File: config.mk
export PLATFORM = sky130hd
export DESIGN_NAME = lemming_dig_sched
export DESIGN_NICKNAME = d
export VERILOG_FILES = /design/src/rtl/lemming_pkg.sv /design/src/rtl/rr_pick.sv /design/src/rtl/lemming_dig_sched.sv
export SDC_FILE = /design/constraint.sdc
export NUM_CORES = 1
export LEC_CHECK = 0
export BUFFER_PORTS_ARGS = -buffer_cell sky130_fd_sc_hd__buf_4
export CAP_MARGIN = 20
export CORE_MARGIN = 2
export CORE_UTILIZATION = 28
export CTS_CLUSTER_SIZE = 14
export DETAILED_ROUTE_END_ITERATION = 7
export HOLD_SLACK_MARGIN = 0.02
export PLACE_DENSITY = 0.55
export RECOVER_POWER = 25
export SYNTH_ARGS = -nofsm -noshare
export SYNTH_HDL_FRONTEND = slang
export SYNTH_SLANG_ARGS = --single-unit
File: constraint.sdc
create_clock -name clk -period 2.05 [get_ports clk]
set_clock_uncertainty 0.05 [all_clocks]
set_input_delay 0.41 -clock clk [delete_from_list [all_inputs] [get_ports clk]]
set_output_delay 0.41 -clock clk [all_outputs]
set_load 0.01 [all_outputs]
File: src/rtl/lemming_pkg.sv
// rtl/lemming_pkg.sv - shared types and default constants for the dig scheduler
package lemming_pkg;

    localparam int DEF_N_LEM      = 4;
    localparam int DEF_BUDGET_W   = 4;
    localparam int DEF_CONFIRM_TO = 3;
    localparam int DEF_MAX_HOLD   = 32;

    typedef enum logic [1:0] {
        IDLE    = 2'd0,
        CONFIRM = 2'd1,
        HOLD    = 2'd2
    } sched_state_e;

endpackage

File: src/rtl/rr_pick.sv
// rtl/rr_pick.sv - combinational round-robin picker over an eligibility vector
module rr_pick #(
    parameter  int N_LEM = 4,
    localparam int IDX_W = $clog2(N_LEM)
) (
    input  logic [N_LEM-1:0] eligible_i,
    input  logic [IDX_W-1:0] rr_ptr_i,
    output logic             valid_o,
    output logic [IDX_W-1:0] winner_o
);

    logic [IDX_W-1:0] idx;

    // Walk downward so the candidate closest to rr_ptr_i is the last one written.
    always_comb begin
        valid_o  = |eligible_i;
        winner_o = '0;
        idx      = '0;
        for (int k = N_LEM - 1; k >= 0; k--) begin
            idx = IDX_W'((int'(rr_ptr_i) + k) % N_LEM);
            if (eligible_i[idx]) begin
                winner_o = idx;
            end
        end
    end

endmodule

File: src/rtl/lemming_dig_sched.sv
// rtl/lemming_dig_sched.sv - round-robin dig-skill scheduler with budget, confirm and hold timeouts
module lemming_dig_sched
    import lemming_pkg::*;
#(
    parameter int N_LEM      = DEF_N_LEM,
    parameter int BUDGET_W   = DEF_BUDGET_W,
    parameter int CONFIRM_TO = DEF_CONFIRM_TO,
    parameter int MAX_HOLD   = DEF_MAX_HOLD
) (
    input  logic                     clk,
    input  logic                     areset_n,
    input  logic [N_LEM-1:0]         req,
    input  logic [N_LEM-1:0]         walking,
    input  logic [N_LEM-1:0]         digging,
    input  logic                     budget_load,
    input  logic [BUDGET_W-1:0]      budget_val,
    output logic [N_LEM-1:0]         dig,
    output logic                     busy,
    output logic [$clog2(N_LEM)-1:0] grant_id,
    output logic [BUDGET_W-1:0]      budget_left,
    output logic                     denied,
    output logic                     fail
);

    localparam int IDX_W = $clog2(N_LEM);
    localparam int TMR_W = $clog2(MAX_HOLD + 1);

    sched_state_e      state_q;
    logic [N_LEM-1:0]  pending_q, pending_d;
    logic [BUDGET_W-1:0] budget_q, budget_d;
    logic [IDX_W-1:0]  rr_ptr_q, grant_q, ptr_after;
    logic [TMR_W-1:0]  timer_q, timer_inc;
    logic [N_LEM-1:0]  dig_q;
    logic              denied_q, fail_q;

    logic [N_LEM-1:0]  eligible;
    logic              pick_valid;
    logic [IDX_W-1:0]  pick_winner;
    logic              issue, deny, charge;

    // Non-walking lemmings keep their request pending; they may land later.
    assign eligible = pending_q & walking;

    rr_pick #(.N_LEM(N_LEM)) u_pick (
        .eligible_i (eligible),
        .rr_ptr_i   (rr_ptr_q),
        .valid_o    (pick_valid),
        .winner_o   (pick_winner)
    );

    // Pending-set, budget and timer next-state; new requests always win over clears.
    always_comb begin
        issue     = 1'b0;
        deny      = 1'b0;
        charge    = 1'b0;
        pending_d = pending_q;
        budget_d  = budget_q;
        timer_inc = (timer_q == '1) ? timer_q : timer_q + 1'b1;
        ptr_after = (grant_q == IDX_W'(N_LEM - 1)) ? '0 : grant_q + 1'b1;
        if (state_q == IDLE) begin
            if (budget_q == '0 && pending_q != '0) begin
                deny      = 1'b1;
                pending_d = '0;
            end else if (pick_valid) begin
                issue                  = 1'b1;
                pending_d[pick_winner] = 1'b0;
            end
        end
        if (state_q == CONFIRM && digging[grant_q]) begin
            charge = 1'b1;
        end
        pending_d = pending_d | req;
        if (budget_load) begin
            budget_d = budget_val;
        end else if (charge && budget_q != '0) begin
            budget_d = budget_q - 1'b1;
        end
    end

    // Grant FSM: issue one dig pulse, wait for confirmation, hold until digging ends.
    always_ff @(posedge clk or negedge areset_n) begin
        if (!areset_n) begin
            state_q   <= IDLE;
            pending_q <= '0;
            budget_q  <= '0;
            rr_ptr_q  <= '0;
            grant_q   <= '0;
            timer_q   <= '0;
            dig_q     <= '0;
            denied_q  <= 1'b0;
            fail_q    <= 1'b0;
        end else begin
            pending_q <= pending_d;
            budget_q  <= budget_d;
            dig_q     <= '0;
            denied_q  <= deny;
            fail_q    <= 1'b0;
            case (state_q)
                IDLE: begin
                    if (issue) begin
                        dig_q   <= N_LEM'(1) << pick_winner;
                        grant_q <= pick_winner;
                        timer_q <= '0;
                        state_q <= CONFIRM;
                    end
                end
                CONFIRM: begin
                    if (charge) begin
                        timer_q <= '0;
                        state_q <= HOLD;
                    end else begin
                        timer_q <= timer_inc;
                        if (timer_inc >= TMR_W'(CONFIRM_TO)) begin
                            fail_q   <= 1'b1;
                            rr_ptr_q <= ptr_after;
                            state_q  <= IDLE;
                        end
                    end
                end
                HOLD: begin
                    if (!digging[grant_q]) begin
                        rr_ptr_q <= ptr_after;
                        state_q  <= IDLE;
                    end else begin
                        timer_q <= timer_inc;
                        if (timer_inc >= TMR_W'(MAX_HOLD)) begin
                            fail_q   <= 1'b1;
                            rr_ptr_q <= ptr_after;
                            state_q  <= IDLE;
                        end
                    end
                end
                default: state_q <= IDLE;
            endcase
        end
    end

    assign dig         = dig_q;
    assign busy        = (state_q != IDLE);
    assign grant_id    = grant_q;
    assign budget_left = budget_q;
    assign denied      = denied_q;
    assign fail        = fail_q;

endmodule
==> flow_summary.ini <==
[clocking]
clockBufferDepth = 2
cts_tree = built
cts_sinks = 26
htreeDepth = 1
root_buffer = clkbuf_8
clkTransAtPathRegs_ns = 0.09
numCtsBuffers = 3
clock_latency_ns = 0.27

[route]
first_pass_iters = 5
routed_wl_mm = 3.55
via_per_inst = 4.85
drc_errors = 0
via_count = 1368
routedWlPerCell_um = 12.6
drt-initial-drc-count = 97
drt.antenna.violating_nets = 0

[die]
die-area_sq_um = 5930
rows = 26
die_w_um = 77.0
core-area_sq_um = 5140
die_h_um = 77.0
initial_core_util_pct = 29.0
ios = 32

[synth]
synthCells = 157
ys_seq_elements = 26
synth_seq_area_share_pct = 43.6
synth_area_sq_um = 1490
yosys-top-cells-area = dfrtp_1 44%, ha_1 5.0%, a21oi_1 4.4%
synth_warnings = 0
syn_nets = 182
netlist-cell-type-count = 42
synth_edf_count = 0
yosysTopAreaCellShare_pct = 43.6
ys_async_sr_fraction_pct = 100
yosys.area.top_type = dfrtp_1
syn_avg_cell_area_sq_um = 9.51
synth_flop_cell = dfrtp_1

[global_routing]
grt_pass1_vias = 1353
grt_max_degree = 27
groute.usage.overall_pct = 12.8
antenna_found_initial = 0
overflow = 0
grt_pass1_wl_mm = 6.29

[timing]
relSlewSlack_pct = 55.6
setup_viol = 0
tightest_slew_ns = 0.666
finalCriticalPeriod_ns = 1.93
tns_ns = 0
grt_setup_unrepaired = false
post-route-period-util_pct = 94.1
setup_slack_ns = 0.121
fmax_ghz = 0.519
final-hold-violation-count = 0
report.final.slew_viol_count = 0

[critical_path]
crit_buf_inv = 0
setup.worst_path.start_class = flop
slowest_delay_ns = 0.59
crit_cells = 5
required_ns = 2.15
endpoint_kind = flop
rr_worst_depth = 5
ff2ff_setup_slack_ns = 0.12
crit_family = multiplexers
cp_slowest_cell = mux4_2
worst-setup-path-type = flop to flop
cp_cell_sequence = mux4_2, and2_4, o2111a_2, a21oi_1, o21ai_0
cp.arrival_ns = 2.03
critical_path.max_fanout = 7

[finish]
final_layout_size_suffix_gt1_share_pct = 34.9
num_antenna_cells = 0
area_growth_pct = 36.7
fin_nets = 238

[placement]
dp_hpwl_mm = 2.72
dp_worst_setup_slack_ns = 0.0242
routabilityCongestion = 0.820
port_buffers = 31

[run]
cap_violations = 0

[power]
p_per_area_nw_per_um2 = 1250
leakagePower_nw = 0.931
peakVddDrop_mv = 0.559

[outcome]
status = finished, final reports clean

[min_path]
hold_depth = 2
hold_path_class = primary input to flop
-- stage by stage --
step	power (mW)	cells	area (sq um)	hold slack (ns)	util, %
floorplan	1.60	157	1490	0.0644	-
global placement	2.19	277	1960	0.296	38.0
detailed placement	2.19	277	1960	0.297	38.0
CTS	2.54	282	2020	0.264	39.3
global route	2.78	282	2040	0.265	39.7
finish	2.55	282	2040	0.276	39.7
-- cells in the mapped netlist, drive strengths merged (2+ instances only) --
cell	count
a31o	3
dfrtp	26
nand3b	3
o211ai	2
a21oi	14
inv	12
and2	4
ha	6
nand3	13
o21ai	11
nand2	12
nor3b	3
nor3	4
mux2	4
a22oi	3
nor2	13
or2	2
nor2b	2
-- metal layers --
layer | wire length (um) | part of all wire, % | global-route usage [%]
met4 | 13 | 0.37 | 1.61
met1 | 1770 | 50 | 18.7
met5 | 0 | 0 | 0
met3 | 176 | 5.0 | 2.94
met2 | 1580 | 45 | 20.0
-- state kept, by name, indices dropped and copies added (netlist names) --
name	flops
budget_left	4
denied	1
dig	4
fail	1
grant_id	2
pending_q	4
rr_ptr_q	2
state_q	2
timer_q	6
-- what timing repair did --
action	4_1_cts	5_1_grt
resized for setup	0	5
setup buffers	0	0
endpoints found under the hold margin	26	0
endpoints found under the setup margin	0	5
hold buffers	1	0
-- worst paths after layout --
kind | from | end
setup reg to reg | grant_id[0] | timer_q[3]
hold / removal | req[3] | pending_q[3]
max in group asynchronous | areset_n | state_q[0]
min in group asynchronous | areset_n | grant_id[0]
hold reg to reg | state_q[1] | state_q[1]
setup / recovery | grant_id[0] | timer_q[3]
-- final cells by class --
cell class                 instances  area (sq um)
fill                             527          3100
multi-input combinational        119           820
sequential                        26           651
timing repair buffer              51           383
tap                               70          87.6
clock buffer                       4          55.1
inverter                          12          45.0
-- report_power, final --
group	internal, mW	total (mW)	switching (mW)
clock	0.172	0.332	0.160
combinational	0.713	1.42	0.710
sequential	0.668	0.800	0.132
total	1.55	2.55	1.00
-- cells in the final DEF (no fill, tap or decap), types with 2 or more instances in the layout --
cell type / instances
and2_4: 2
mux2_2: 4
nand3b_1: 3
a31o_2: 3
nor3b_1: 3
nand2_1: 12
buf_4: 49
nor2_1: 13
and2_1: 2
dfrtp_1: 26
o21ai_0: 11
nor3_1: 4
or2_2: 2
a22oi_1: 3
nor2b_1: 2
inv_1: 12
nand3_1: 12
a21oi_1: 13
ha_1: 6
clkbuf_8: 4
-- logic make-up (layout without fill, tap and decap cells) --
group	Yosys count	after routing	synth area share, %
simple gates	61	61	21.5
buf+inv	12	67	3.02
mux	6	6	5.20
xor+xnor	2	2	1.17
compound gates	44	44	20.5
flops	26	26	43.6
fa+ha+maj	6	6	5.03
No activity file was read; power rests on OpenSTA's default activity.
